[src/rtl/alu_pkg.sv]
// Shared opcodes, FSM state type and opcode classification for multicycle_alu.
// MULTICYCLE_ALU_DIV_EN decides whether DIVU/REMU count as iterative ops.
package alu_pkg;

    localparam logic [3:0] OP_AND   = 4'd0;
    localparam logic [3:0] OP_OR    = 4'd1;
    localparam logic [3:0] OP_ADD   = 4'd2;
    localparam logic [3:0] OP_SUB   = 4'd3;
    localparam logic [3:0] OP_XOR   = 4'd4;
    localparam logic [3:0] OP_SLT   = 4'd5;
    localparam logic [3:0] OP_SLL   = 4'd6;
    localparam logic [3:0] OP_SRL   = 4'd7;
    localparam logic [3:0] OP_SRA   = 4'd8;
    localparam logic [3:0] OP_NOR   = 4'd9;
    localparam logic [3:0] OP_MUL   = 4'd10;
    localparam logic [3:0] OP_MULHU = 4'd11;
    localparam logic [3:0] OP_DIVU  = 4'd12;
    localparam logic [3:0] OP_REMU  = 4'd13;

    typedef enum logic {
        ST_IDLE,
        ST_ITER
    } state_t;

    function automatic logic is_iterative(input logic [3:0] op);
`ifdef MULTICYCLE_ALU_DIV_EN
        return (op == OP_MUL) || (op == OP_MULHU) || (op == OP_DIVU) || (op == OP_REMU);
`else
        return (op == OP_MUL) || (op == OP_MULHU);
`endif
    endfunction

endpackage

[src/rtl/multicycle_alu_if.sv]
// Request/response bundle between the EX-stage control and multicycle_alu.
interface multicycle_alu_if #(
    parameter int WORD_SIZE = 32
);
    logic                 start;
    logic [WORD_SIZE-1:0] source_a;
    logic [WORD_SIZE-1:0] source_b;
    logic [3:0]           alu_sel;
    logic                 ready;
    logic                 done;
    logic [WORD_SIZE-1:0] output_data;
    logic                 zero;
    logic                 error;

    modport master (
        output start, source_a, source_b, alu_sel,
        input  ready, done, output_data, zero, error
    );

    modport slave (
        input  start, source_a, source_b, alu_sel,
        output ready, done, output_data, zero, error
    );
endinterface

[src/rtl/alu_iter_unit.sv]
// Shared shift-add multiplier / restoring divider; one step per load or step cycle.
// The divide step exists only when MULTICYCLE_ALU_DIV_EN is defined.
module alu_iter_unit #(
    parameter int WORD_SIZE = 32
) (
    input  logic                 clk,
    input  logic                 reset,
    input  logic                 load,
    input  logic                 load_div,
    input  logic                 step,
    input  logic [WORD_SIZE-1:0] opa,
    input  logic [WORD_SIZE-1:0] opb,
    output logic [WORD_SIZE-1:0] hi_next,
    output logic [WORD_SIZE-1:0] lo_next
);

    logic [WORD_SIZE-1:0] acc_reg, mq_reg, opnd_reg;
    logic                 div_reg;
    logic [WORD_SIZE-1:0] acc_cur, mq_cur, opnd_cur;
    logic                 div_cur;
    logic [WORD_SIZE-1:0] acc_next, mq_next;
    logic [WORD_SIZE:0]   mul_sum;

    // The load cycle already performs the first step on the fresh operands.
    always_comb begin
        if (load) begin
            acc_cur  = '0;
            mq_cur   = load_div ? opa : opb;
            opnd_cur = load_div ? opb : opa;
            div_cur  = load_div;
        end else begin
            acc_cur  = acc_reg;
            mq_cur   = mq_reg;
            opnd_cur = opnd_reg;
            div_cur  = div_reg;
        end
    end

    assign mul_sum = {1'b0, acc_cur} + (mq_cur[0] ? {1'b0, opnd_cur} : '0);

`ifdef MULTICYCLE_ALU_DIV_EN
    logic [WORD_SIZE:0]   div_shift;
    logic [WORD_SIZE+1:0] div_diff;

    assign div_shift = {acc_cur, mq_cur[WORD_SIZE-1]};
    assign div_diff  = {1'b0, div_shift} - {2'b00, opnd_cur};

    always_comb begin
        acc_next = mul_sum[WORD_SIZE:1];
        mq_next  = {mul_sum[0], mq_cur[WORD_SIZE-1:1]};
        if (div_cur) begin
            if (!div_diff[WORD_SIZE+1]) begin
                acc_next = div_diff[WORD_SIZE-1:0];
                mq_next  = {mq_cur[WORD_SIZE-2:0], 1'b1};
            end else begin
                acc_next = div_shift[WORD_SIZE-1:0];
                mq_next  = {mq_cur[WORD_SIZE-2:0], 1'b0};
            end
        end
    end
`else
    logic unused_div;
    assign unused_div = div_cur;

    always_comb begin
        acc_next = mul_sum[WORD_SIZE:1];
        mq_next  = {mul_sum[0], mq_cur[WORD_SIZE-1:1]};
    end
`endif

    always_ff @(posedge clk) begin
        if (reset) begin
            acc_reg  <= '0;
            mq_reg   <= '0;
            opnd_reg <= '0;
            div_reg  <= 1'b0;
        end else if (load || step) begin
            acc_reg  <= acc_next;
            mq_reg   <= mq_next;
            opnd_reg <= opnd_cur;
            div_reg  <= div_cur;
        end
    end

    assign hi_next = acc_next;
    assign lo_next = mq_next;

endmodule

[src/rtl/multicycle_alu.sv]
// Sequential EX-stage ALU: registered single-cycle ops plus iterative MUL/MULHU/DIVU/REMU.
// Define MULTICYCLE_ALU_DIV_EN to build the divider; otherwise DIVU/REMU report error.
module multicycle_alu
    import alu_pkg::*;
#(
    parameter int WORD_SIZE = 32
) (
    input  logic             clk,
    input  logic             reset,
    multicycle_alu_if.slave  bus
);

    localparam int SH_W  = $clog2(WORD_SIZE);
    localparam int CNT_W = $clog2(WORD_SIZE) + 1;

    state_t               state_reg, state_next;
    logic [CNT_W-1:0]     cnt_reg, cnt_next;
    logic [3:0]           op_reg, op_next;
    logic                 done_reg, done_next;
    logic [WORD_SIZE-1:0] out_reg, out_next;
    logic                 zero_reg, zero_next;
    logic                 error_reg, error_next;

    logic [SH_W-1:0]      sh;
    logic [WORD_SIZE-1:0] single_res;
    logic                 single_err;
    logic                 is_div_sel;
    logic                 start_iter;
    logic                 iter_load, iter_step;
    logic [WORD_SIZE-1:0] hi_next, lo_next, iter_res;

    assign sh         = bus.source_b[SH_W-1:0];
    assign is_div_sel = (bus.alu_sel == OP_DIVU) || (bus.alu_sel == OP_REMU);
    // A zero divisor has a fixed answer, so it takes the single-cycle path.
    assign start_iter = is_iterative(bus.alu_sel) && !(is_div_sel && (bus.source_b == '0));

    always_comb begin
        single_res = '0;
        single_err = 1'b0;
        case (bus.alu_sel)
            OP_AND:  single_res = bus.source_a & bus.source_b;
            OP_OR:   single_res = bus.source_a | bus.source_b;
            OP_ADD:  single_res = bus.source_a + bus.source_b;
            OP_SUB:  single_res = bus.source_a - bus.source_b;
            OP_XOR:  single_res = bus.source_a ^ bus.source_b;
            OP_SLT:  single_res = {{(WORD_SIZE-1){1'b0}},
                                   ($signed(bus.source_a) < $signed(bus.source_b))};
            OP_SLL:  single_res = bus.source_a << sh;
            OP_SRL:  single_res = bus.source_a >> sh;
            OP_SRA:  single_res = $unsigned($signed(bus.source_a) >>> sh);
            OP_NOR:  single_res = ~(bus.source_a | bus.source_b);
`ifdef MULTICYCLE_ALU_DIV_EN
            OP_DIVU: single_res = '1;
            OP_REMU: single_res = bus.source_a;
`endif
            default: single_err = 1'b1;
        endcase
    end

    assign iter_res = ((op_reg == OP_MULHU) || (op_reg == OP_REMU)) ? hi_next : lo_next;

    always_comb begin
        state_next = state_reg;
        cnt_next   = cnt_reg;
        op_next    = op_reg;
        done_next  = 1'b0;
        out_next   = out_reg;
        zero_next  = zero_reg;
        error_next = error_reg;
        iter_load  = 1'b0;
        iter_step  = 1'b0;
        case (state_reg)
            ST_IDLE: begin
                if (bus.start) begin
                    op_next = bus.alu_sel;
                    if (start_iter) begin
                        state_next = ST_ITER;
                        cnt_next   = CNT_W'(WORD_SIZE - 1);
                        iter_load  = 1'b1;
                    end else begin
                        done_next  = 1'b1;
                        out_next   = single_res;
                        zero_next  = (single_res == '0);
                        error_next = single_err;
                    end
                end
            end
            ST_ITER: begin
                iter_step = 1'b1;
                // The accept edge did step one, so the edge seen with cnt==1 is the last.
                if (cnt_reg == CNT_W'(1)) begin
                    state_next = ST_IDLE;
                    cnt_next   = '0;
                    done_next  = 1'b1;
                    out_next   = iter_res;
                    zero_next  = (iter_res == '0);
                    error_next = 1'b0;
                end else begin
                    cnt_next = cnt_reg - CNT_W'(1);
                end
            end
            default: state_next = ST_IDLE;
        endcase
    end

    always_ff @(posedge clk) begin
        if (reset) begin
            state_reg <= ST_IDLE;
            cnt_reg   <= '0;
            op_reg    <= '0;
            done_reg  <= 1'b0;
            out_reg   <= '0;
            zero_reg  <= 1'b1;
            error_reg <= 1'b0;
        end else begin
            state_reg <= state_next;
            cnt_reg   <= cnt_next;
            op_reg    <= op_next;
            done_reg  <= done_next;
            out_reg   <= out_next;
            zero_reg  <= zero_next;
            error_reg <= error_next;
        end
    end

    alu_iter_unit #(
        .WORD_SIZE (WORD_SIZE)
    ) u_iter (
        .clk      (clk),
        .reset    (reset),
        .load     (iter_load),
        .load_div (is_div_sel),
        .step     (iter_step),
        .opa      (bus.source_a),
        .opb      (bus.source_b),
        .hi_next  (hi_next),
        .lo_next  (lo_next)
    );

    assign bus.ready       = (state_reg == ST_IDLE);
    assign bus.done        = done_reg;
    assign bus.output_data = out_reg;
    assign bus.zero        = zero_reg;
    assign bus.error       = error_reg;

endmodule
[src/flat_wrapper.sv]
// flat-port wrapper written by rule: the top's interface ports become plain ports
module multicycle_alu_flat import alu_pkg::*;
#(
    parameter int WORD_SIZE = 32
)
  (clk, reset, bus_start, bus_source_a, bus_source_b, bus_alu_sel, bus_ready, bus_done, bus_output_data, bus_zero, bus_error);
  multicycle_alu_if #(.WORD_SIZE(WORD_SIZE)) bus_i ();
  input  logic clk;
  input  logic reset;
  input wire logic [$bits(bus_i.start)-1:0] bus_start;
  input wire logic [$bits(bus_i.source_a)-1:0] bus_source_a;
  input wire logic [$bits(bus_i.source_b)-1:0] bus_source_b;
  input wire logic [$bits(bus_i.alu_sel)-1:0] bus_alu_sel;
  output wire logic [$bits(bus_i.ready)-1:0] bus_ready;
  output wire logic [$bits(bus_i.done)-1:0] bus_done;
  output wire logic [$bits(bus_i.output_data)-1:0] bus_output_data;
  output wire logic [$bits(bus_i.zero)-1:0] bus_zero;
  output wire logic [$bits(bus_i.error)-1:0] bus_error;
  assign bus_i.start = bus_start;
  assign bus_i.source_a = bus_source_a;
  assign bus_i.source_b = bus_source_b;
  assign bus_i.alu_sel = bus_alu_sel;
  assign bus_ready = bus_i.ready;
  assign bus_done = bus_i.done;
  assign bus_output_data = bus_i.output_data;
  assign bus_zero = bus_i.zero;
  assign bus_error = bus_i.error;
  multicycle_alu #(.WORD_SIZE(WORD_SIZE)) u_core (.clk(clk), .reset(reset), .bus(bus_i));
endmodule
[config.mk]
export PLATFORM = sky130hd
export DESIGN_NAME = multicycle_alu_flat
export DESIGN_NICKNAME = d
export VERILOG_FILES = /design/src/rtl/alu_pkg.sv /design/src/rtl/multicycle_alu_if.sv /design/src/rtl/alu_iter_unit.sv /design/src/rtl/multicycle_alu.sv /design/src/flat_wrapper.sv
export SDC_FILE = /design/constraint.sdc
export NUM_CORES = 1
export LEC_CHECK = 0
export BUFFER_PORTS_ARGS = -buffer_cell sky130_fd_sc_hd__buf_2
export CAP_MARGIN = 25
export CORE_ASPECT_RATIO = 1.75
export CORE_UTILIZATION = 45
export CTS_CLUSTER_SIZE = 24
export DETAILED_ROUTE_END_ITERATION = 10
export PLACE_DENSITY_LB_ADDON = 0.12
export SYNTH_ARGS = -nofsm -noshare
export SYNTH_HDL_FRONTEND = slang
export SYNTH_SLANG_ARGS = --single-unit
[constraint.sdc]
create_clock -name clk -period 15.45 [get_ports clk]
set_clock_uncertainty 0.2 [all_clocks]
set_input_delay 2.3175 -clock clk [delete_from_list [all_inputs] [get_ports clk]]
set_output_delay 2.3175 -clock clk [all_outputs]
set_load 0.005 [all_outputs]
==> impl_metrics.toml <==
[timing]
achievable-frequency_ghz = 0.124
final_slew_violations = 0
tns_ps = 0
worst_pin_slew_ps = 1160
timing_hold_violations_final = 0
tmin_final_ps = 8070
min_period_over_period = 0.523
final-setup-viol-count = 0
unrepaired_setup_endpoints_after_global_routing = "false"
max-slew-margin-rel = 0.204

[logic_synthesis]
post_synth.cell_area_avg_um2 = 7.12
synth-seq-cells = 142
ys_top_cells_by_area = "dfxtp_1 15%, ha_1 8.6%, a21oi_1 6.9%, nor2_1 5.5%, nand2_1 5.0%"
ys_types = 90
sequential_area_share_after_synthesis = 0.150
synth_top_area_frac = 0.150
synth_edf_count = 0
synth_cells = 2670
ys_warn_count = 0
synth_area_leader_cell = "dfxtp_1"
postSynth.asyncResetShare = 0
dominantRegCellSynth = "dfxtp_1"
syn_area_um2 = 19000
synth.net_count = 2875

[routing]
drc = 0
wirelength_mm = 100
drt-vias-per-instance = 7.03
drt-wirelength-per-cell_um = 31.3
vias = 22480
drtAntennaViolNets = 0
drc_marker_count_from_the_first_detailed_route_iteration = 2479
drt_pre_antenna_iters = 6

[critical_path]
cp_common_cell = "buf_4"
slowest_cell_delay_on_critical_path_ps = 1000
timing.critical_path.to_type = "flop"
timing.critical_path.buf_inv = 3
cp_data_arrival_time_ps = 8250
worst_ep_required_time_ps = 15620
critical_path.cell_chain = "buf_4, buf_4, buf_4, mux2i_1, a22oi_1, nand2_1, o311a_1, a21oi_1, a211oi_1, o2111a_1, nand4b_1, nor4_1, nand4_1, a21oi_1"
classification_of_the_worst_setup_path = "input pin to flop"
worst_setup_start_kind = "input pin"
slowest_stage = "mux2i_1"
max_fo_critical_path = 48
crit_family = "compound AO/OA/AOI/OAI gates"

[floorplan]
floorplan.io_pins = 107
initial_core_util = 0.456
die_y_um = 274
fp.coreArea_um2 = 41600
floorplan.rows = 99
chipWidth_um = 157
die_area_um2 = 43100

[status]
outcome = "completed"

[global_route]
globalRoute.totalOverflow = 0
grt_pass1_vias = 21667
grt.met2_usage = 0.755
gr-usage-all-layers = 0.468
grt_busiest_layer = "met2"
grt_max_degree = 99
grt_util_met3 = 0.154
grt_pass1_wl_mm = 146
grtUsageMet1 = 0.473
antenna_violations_before_repair = 7

[placed_design]
globalplace.congestion = 1.09
placed_cells = 3155
buffer_ports.inserted = 106
post-dp-hpwl_mm = 75.1

[flow_run]
drv.max_cap_violation_count = 0

[clocking]
cts_sinks = 142
ctsResizeCount = 0
cts_setup_buffers = 0
cts_inserted_buffers = 17
clock_latency_ps = 450
clockBufferDepth = 2
ctsHoldBuffers = 0
clock_tree.htree_level_count = 4
clk_transition_reported_paths_ps = 70
root_buffer = "clkbuf_16"
cts_tree = "done"

[power_and_ir_drop]
leakagePower_uw = 0.00814
power.total_uw = 1390
power.ir.vdd_worst_mv = 0.137
power-per-cell-area_nw_per_um2 = 68.0

[cells_and_area]
syn2layout_area_growth_pct = 7.73
final_nets = 2836
layout.cells.most_common_list = "273 x nor2_1, 261 x a21oi_1, 253 x nand2_1, 142 x dfxtp_1, 131 x ha_1"
post_route_cells_drive_above_1_share = 0.125
layout_commonest_cell = "nor2_1"
final_cell_count_no_fill = 3200

[hold_path]
hold_path_class = "flop to flop"
-- tightest hold or removal path: cells and delay by family (launching register included) --
family | cells | cell delay, ps
DFF | 1 | 310
and+or+nand+nor | 1 | 50
AOI/OAI and AO/OA | 1 | 50
-- layer usage --
metal / vias to the layer above / wire length [um]
met1: 10686 / 33400
li1: 9859 / -
met5: - / 93
met4: 12 / 10400
met2: 1436 / 46800
met3: 487 / 9320
-- final cells by class --
| class | instances | area (um2) |
|---|---|---|
| antenna | 1 | 2.50 |
| clock buffer | 18 | 439 |
| clock inverter | 14 | 141 |
| fill | 4324 | 21200 |
| inverter | 129 | 484 |
| multi-input combinational | 2173 | 14900 |
| sequential | 142 | 2840 |
| tap | 555 | 694 |
| timing repair buffer | 168 | 1000 |
-- final timing paths --
| path | startpoint | slack (ps) | cells past startpoint | to |
|---|---|---|---|---|
| worst max-delay path | bus_source_b[2] | 7380 | 14 | u_core.bus.zero |
| worst min-delay path | u_core.u_iter.acc_reg[11] | 250 | 2 | u_core.u_iter.acc_reg[11] |
| worst max register to register | u_core.state_reg | 9520 | 21 | u_core.bus.zero |
| worst min register to register | u_core.u_iter.acc_reg[11] | 250 | 2 | u_core.u_iter.acc_reg[11] |
-- synth_stat cells (31+ instances only) --
cell type	instances
a211oi_1	71
nand2b_1	38
o21ai_0	126
clkbuf_1	181
mux2_2	37
inv_1	122
a22oi_1	31
mux4_2	40
dfxtp_1	142
xnor2_1	31
nand2_1	254
mux2i_1	91
nor2_1	276
a21oi_1	262
nand3_1	66
and2_1	49
nor3_1	94
a221oi_1	32
o211ai_1	44
ha_1	131
-- through the flow --
stage / hold slack, ps / setup WS [ps] / instance area, um2 / util
2_1_floorplan: 227 / 7540 / 19000 / -
6_report: 247 / 7380 / 20500 / 0.492
4_1_cts: 251 / 7700 / 20400 / 0.489
3_5_place_dp: 241 / 7340 / 19800 / 0.475
5_1_grt: 259 / 7300 / 20500 / 0.492
3_3_place_gp: 235 / 7490 / 19800 / 0.475
-- power breakdown --
part / leakage (uW) / switching (uW) / internal (uW) / total [uW]
Clock: 0.000285 / 193 / 219 / 412
Combinational: 0.00670 / 403 / 183 / 586
Sequential: 0.00115 / 10.2 / 383 / 393
-- cells by family (layout without fill, tap and decap cells) --
family | after synthesis | in the layout | synth area share
fa+ha+maj | 134 | 134 | 0.0894
other cells | 0 | 1 | 0
buf+inv | 355 | 329 | 0.0727
compound gates | 883 | 883 | 0.314
simple gates | 944 | 944 | 0.237
flops | 142 | 142 | 0.150
mux | 168 | 168 | 0.117
xor+xnor | 44 | 44 | 0.0203
No activity file was read; power rests on OpenSTA's default activity.
